==> config.mk <==
export PLATFORM = sky130hd
export DESIGN_NAME = mult4_accumulator
export DESIGN_NICKNAME = d
export VERILOG_FILES = /design/src/rtl/mult4_acc_pkg.sv /design/src/rtl/bit4_multiplier.sv /design/src/rtl/mult4_accumulator.sv
export SDC_FILE = /design/constraint.sdc
export NUM_CORES = 1
export LEC_CHECK = 0
export CAP_MARGIN = 20
export CELL_PAD_IN_SITES_DETAIL_PLACEMENT = 1
export CELL_PAD_IN_SITES_GLOBAL_PLACEMENT = 1
export CORE_UTILIZATION = 46
export CTS_BUF_LIST = sky130_fd_sc_hd__clkbuf_4
export DETAILED_ROUTE_END_ITERATION = 8
export PLACE_DENSITY_LB_ADDON = 0.1
export SYNTH_ARGS = -nofsm -noshare
export SYNTH_HDL_FRONTEND = slang
export SYNTH_SLANG_ARGS = --single-unit
==> constraint.sdc <==
create_clock -name clk -period 3.05 [get_ports clk]
set_input_delay 0.7625 -clock clk [delete_from_list [all_inputs] [get_ports clk]]
set_output_delay 0.7625 -clock clk [all_outputs]
set_load 0.005 [all_outputs]
==> src/rtl/mult4_acc_pkg.sv <==
`default_nettype none
// ============================================================================
//  Module   : mult4_acc_pkg
//  Brief    : Shared widths, limits and FSM state encoding for the
//             4x4 multiply-accumulate frame engine.
//  Revision : 1.0  initial release
// ============================================================================
package mult4_acc_pkg;

    // Operand and product widths of the 4x4 multiplier
    localparam int OPND_W    = 4;
    localparam int PROD_W    = 8;

    // Accumulator width: 16 * 15 * 15 = 3600 fits in 12 bits, no saturation needed
    localparam int ACC_W     = 12;

    // Beat counter width: must represent 1..16
    localparam int CNT_W     = 5;

    // Maximum number of beats in one frame before it closes on its own
    localparam int MAX_TERMS = 16;

    // Frame FSM: accumulating beats, or holding a finished result
    typedef enum logic [0:0] {
        ACC  = 1'b0,
        DONE = 1'b1
    } state_t;

endpackage : mult4_acc_pkg
`default_nettype wire

==> src/rtl/bit4_multiplier.sv <==
`default_nettype none
// ============================================================================
//  Module   : bit4_multiplier
//  Brief    : Combinational 4x4 unsigned array multiplier. Each row gates a
//             shifted copy of the multiplicand by one multiplier bit and adds
//             it to the running partial sum of the rows above.
//  Revision : 1.0  initial release
// ============================================================================
module bit4_multiplier (
    input  logic [3:0] a,
    input  logic [3:0] b,
    output logic [7:0] p
);

    localparam int c_ROWS = 4;

    logic [7:0] w_pp  [c_ROWS];
    logic [7:0] w_sum [c_ROWS+1];

    assign w_sum[0] = 8'd0;

    // One array row per multiplier bit: partial product plus ripple into the sum
    for (genvar i = 0; i < c_ROWS; i++) begin : g_row
        assign w_pp[i]    = b[i] ? ({4'b0000, a} << i) : 8'd0;
        assign w_sum[i+1] = w_sum[i] + w_pp[i];
    end

    assign p = w_sum[c_ROWS];

endmodule : bit4_multiplier
`default_nettype wire

==> src/rtl/mult4_accumulator.sv <==
`default_nettype none
// ============================================================================
//  Module   : mult4_accumulator
//  Brief    : Frames of up to 16 unsigned 4-bit operand pairs are multiplied
//             (stage 1) and summed (stage 2). A frame closes on in_last or on
//             its 16th beat; the sum and beat count are then held on
//             acc_out/count_out until the consumer accepts them.
//  Revision : 1.0  initial release
// ============================================================================
module mult4_accumulator
    import mult4_acc_pkg::*;
(
    input  logic              clk,
    input  logic              rst_n,
    input  logic              in_valid,
    output logic              in_ready,
    input  logic [OPND_W-1:0] a,
    input  logic [OPND_W-1:0] b,
    input  logic              in_last,
    output logic              out_valid,
    input  logic              out_ready,
    output logic [ACC_W-1:0]  acc_out,
    output logic [CNT_W-1:0]  count_out
);

    localparam logic [CNT_W-1:0] c_CNT_ONE  = CNT_W'(1);
    localparam logic [CNT_W-1:0] c_LAST_IDX = CNT_W'(MAX_TERMS - 1);

    state_t              r_state;
    state_t              w_state_nxt;

    logic [PROD_W-1:0]   w_prod;
    logic                w_accept;
    logic                w_clear;
    logic                w_final_beat;

    logic [PROD_W-1:0]   r_prod;
    logic                r_p_vld;
    logic                r_p_last;
    logic [ACC_W-1:0]    r_acc;
    logic [CNT_W-1:0]    r_cnt;
    logic [CNT_W-1:0]    r_issued;

    bit4_multiplier u_mult (
        .a (a),
        .b (b),
        .p (w_prod)
    );

    assign w_accept     = in_valid & in_ready;
    assign w_clear      = (r_state == DONE) & out_ready;
    // The final accumulation is in stage 2 this cycle; no new beat may enter behind it
    assign w_final_beat = r_p_vld & r_p_last;

    // FSM state register
    always_ff @(posedge clk or negedge rst_n) begin
        if (!rst_n) begin
            r_state <= ACC;
        end else begin
            r_state <= w_state_nxt;
        end
    end

    // FSM next-state: close on the final accumulation, reopen on result handshake
    always_comb begin
        w_state_nxt = r_state;
        case (r_state)
            ACC:     if (w_final_beat) w_state_nxt = DONE;
            DONE:    if (out_ready)    w_state_nxt = ACC;
            default: w_state_nxt = ACC;
        endcase
    end

    // FSM outputs: handshake flags derived from state and the stage-1 flags
    always_comb begin
        in_ready  = (r_state == ACC) & ~w_final_beat;
        out_valid = (r_state == DONE);
    end

    // Stage 1: register product and frame-end flag; last also forced on beat 16
    always_ff @(posedge clk or negedge rst_n) begin
        if (!rst_n) begin
            r_prod   <= '0;
            r_p_vld  <= 1'b0;
            r_p_last <= 1'b0;
        end else begin
            r_p_vld <= w_accept;
            if (w_accept) begin
                r_prod   <= w_prod;
                r_p_last <= in_last | (r_issued == c_LAST_IDX);
            end
        end
    end

    // Issued-beat counter: counts accepted beats so the frame can auto-close
    always_ff @(posedge clk or negedge rst_n) begin
        if (!rst_n) begin
            r_issued <= '0;
        end else if (w_clear) begin
            r_issued <= '0;
        end else if (w_accept) begin
            r_issued <= r_issued + c_CNT_ONE;
        end
    end

    // Stage 2: accumulate products and beat count; cleared when the result is taken
    always_ff @(posedge clk or negedge rst_n) begin
        if (!rst_n) begin
            r_acc <= '0;
            r_cnt <= '0;
        end else if (w_clear) begin
            r_acc <= '0;
            r_cnt <= '0;
        end else if (r_p_vld) begin
            r_acc <= r_acc + ACC_W'(r_prod);
            r_cnt <= r_cnt + c_CNT_ONE;
        end
    end

    assign acc_out   = r_acc;
    assign count_out = r_cnt;

endmodule : mult4_accumulator
`default_nettype wire

==> out/metrics.cfg <==
[global_route]
initial_antenna_violation_count = 0
grt_pass1_wl_um = 8440
grt_usage = 0.217
grt_start_max_net_pins = 34
grt_pass1_vias = 1885
globalRoute.totalOverflow = 0

[floorplan]
io_pins = 32
die_area_um2 = 4900
rows = 24
floorplan.die.height_um = 70.0
start_util = 0.482
fp.coreArea_um2 = 4410
die_x_um = 70.0

[timing]
setup_viol_count_final = 0
setup_tns_ns = 0
slew_violations = 0
hold_violations = 0
final.min_clock_period_ns = 2.92
fmax_mhz = 343
slew_headroom = 0.534
actual_transition_at_the_worst_max_transition_pin_ns = 0.700
fin_worst_skew_ns = 0.0172
rsz0062_at_grt = false
post-route-period-util = 0.957

[worst_setup_path]
crit_path_max_fanout = 4
path_delay_family = adder cells
timing.critical_path.buf_inv = 1
cp.required_ns = 3.26
crit_path_frequent_cell = sky130_fd_sc_hd__ha_1
cpPeakStageDelay_ns = 0.51
critPathCaptureType = flip-flop
critical_path.cell_chain = clkdlybuf4s50_1, and2_1, fa_1, ha_1, ha_1, a21o_1, a21oi_1, xor2_1, o21ai_0
start_kind = input port
timing_worst_setup_path_type = in2reg
rrSetupSlack_ns = 0.93
crit_slowest_cell = sky130_fd_sc_hd__clkdlybuf4s50_1
arr_time_crit_path_ns = 3.13

[cells_and_area]
layout-drive-gt1-share = 0.162
area_of_combinational_cells_with_multiple_inputs_um2 = 1250
final-instance-count-excl-fill = 323
design.final.nets = 310
regArea_um2 = 826
area_delta_synth_final_pct = 24.6
layout.filler_cells = 530
num_antenna_cells = 0
final_design_area_no_fill_um2 = 2650

[yosys]
syn_nets = 265
post-synth-top-area-cell = sky130_fd_sc_hd__dfrtp_1
synth.top_cells.by_area = sky130_fd_sc_hd__dfrtp_1 39%, sky130_fd_sc_hd__ha_1 12%, sky130_fd_sc_hd__nand2_1 5.8%
netlist-cell-type-count = 38
synthFlopType = sky130_fd_sc_hd__dfrtp_1
number_of_enable_type_register_cells_in_the_synthesized_netlist = 0
synthesis.area_per_instance_um2 = 9.46
ys_async_sr_fraction = 1.00
post_synth_instance_area_um2 = 2130
ys_ff_latch = 33
area_fraction_of_the_dominant_cell_type_after_synthesis = 0.388
ys_seq_area_frac = 0.388
yosys_warnings = 0
synthesized_instance_count = 225

[place]
place_area_um2 = 2580
post-dp-hpwl_um = 3720
placement.io_buffers = 31
place_inst = 315
gpl.final_weighted_congestion = 0.721

[clock_tree]
tritoncts = yes
clk_latency_ns = 0.34
number_of_clock_sinks_seen_by_cts = 33
htree_levels = 2
clock_tree.buffer_depth = 2
cts_buffers = 5
cts_root_buf = sky130_fd_sc_hd__clkbuf_4
ctsHoldBuffers = 0
clkTransAtPathRegs_ns = 0.10

[route]
first_iter_violations = 50
vias = 1729
drt_wl_total_um = 4810
post_drt_via_cell_ratio = 5.35
drt_drc_violations_left = 0
drtPass1Iterations = 4
drt-wirelength-per-cell_um = 14.9
drt.antenna.violating_nets = 0

[pwr]
vdd_drop_max_uv = 366
power_density_nw_per_um2 = 765
power_leakage_uw = 0.00134

[status]
outcome = finished, final reports clean

[flow_run]
drv_cap = 0

[min_path]
hold_path.class = reg2reg

-- layout make-up --
class                      count  area share
clock buffer                   6      0.0170
clock inverter                 2      0.0127
inverter                      14      0.0198
multi-input combinational    173       0.472
sequential                    33       0.311
tap                           52      0.0245
timing repair buffer          43       0.143
-- layer usage --
metal,track usage,share of wire,vias to the layer above
met5,0,0,-
met4,0.0533,0.010,0
met3,0.0433,0.023,6
met2,0.410,0.54,26
met1,0.248,0.43,839
li1,-,-,858
-- worst min-delay path, cell delays in order (launching register included) --
cell and delay [ns]:
sky130_fd_sc_hd__dfrtp_1 0.37, sky130_fd_sc_hd__nand2_1 0.05, sky130_fd_sc_hd__nand2_1 0.05
-- cells in the mapped netlist (all sizes together) (2+ instances only) --
cell	n
or4	2
a21o	4
ha	21
clkbuf	4
o31ai	2
nor2	19
nand2	34
a21oi	7
inv	14
dfrtp	33
mux2i	5
nand4	4
nand3	8
xor2	10
nand2b	5
a211oi	4
o21ai	14
fa	6
and2	12
nor3	3
or2	2
xnor2	2
-- final timing paths --
kind,from,cells after the start,endpoint
min in group asynchronous,rst_n,2,count_out[1]$_DFFE_PN0P_
setup reg to reg,acc_out[0]$_DFFE_PN0P_,8,acc_out[10]$_DFFE_PN0P_
hold reg to reg,r_p_last$_DFFE_PN0P_,2,r_p_last$_DFFE_PN0P_
setup / recovery,a[3],9,r_prod[6]$_DFFE_PN0P_
max in group asynchronous,rst_n,2,r_prod[4]$_DFFE_PN0P_
hold / removal,r_p_last$_DFFE_PN0P_,2,r_p_last$_DFFE_PN0P_
-- cells by family after synthesis --
| kind of cell | Yosys count | share of synthesized area |
|---|---|---|
| simple gates | 93 | 0.213 |
| compound gates | 36 | 0.112 |
| xor+xnor | 12 | 0.0494 |
| flops | 33 | 0.388 |
| fa+ha+maj | 27 | 0.180 |
| buf+inv | 19 | 0.0341 |
| mux | 5 | 0.0235 |
-- power breakdown --
group          total (uW)  internal, uW  switching, uW
Clock                 331           180            152
Combinational         994           464            531
Sequential            704           582            122
-- per-stage QoR --
stage | util | setup slack [ns] | power [uW] | hold slack, ns
after floorplan | - | -0.0285 | 1330 | 0.443
after global placement | 0.586 | -0.502 | 1650 | 0.463
after detailed placement | 0.586 | -0.587 | 1710 | 0.485
after CTS | 0.603 | 0.0167 | 2050 | 0.513
after global routing | 0.601 | 0.00656 | 2200 | 0.541
final | 0.601 | 0.132 | 2030 | 0.501
-- cells in the final DEF, fill, tap and decap left out, types with 8 or more instances in the layout --
master	Yosys	routed
sky130_fd_sc_hd__dfrtp_1	33	33
sky130_fd_sc_hd__nand2_1	33	32
sky130_fd_sc_hd__clkdlybuf4s50_1	0	24
sky130_fd_sc_hd__ha_1	21	20
sky130_fd_sc_hd__nor2_1	19	19
sky130_fd_sc_hd__o21ai_0	13	12
sky130_fd_sc_hd__buf_4	0	12
sky130_fd_sc_hd__inv_1	12	11
sky130_fd_sc_hd__xor2_1	10	10
sky130_fd_sc_hd__and2_1	12	9
sky130_fd_sc_hd__nand3_1	8	8
-- timing repair --
action / CTS / global route
endpoints found under the setup margin: 3 / 2
resized for setup: 9 / 15
setup buffers: 0 / 0
pin swaps: 9 / 8
-- registers in the layout, indices dropped and copies added, names as in the netlist --
| register | count |
|---|---|
| acc_out | 12 |
| r_p_last | 1 |
| r_prod | 8 |
| out_valid | 1 |
| r_issued | 5 |
| count_out | 5 |
| r_p_vld | 1 |
Note: power is estimated with default switching activity, not from simulation.
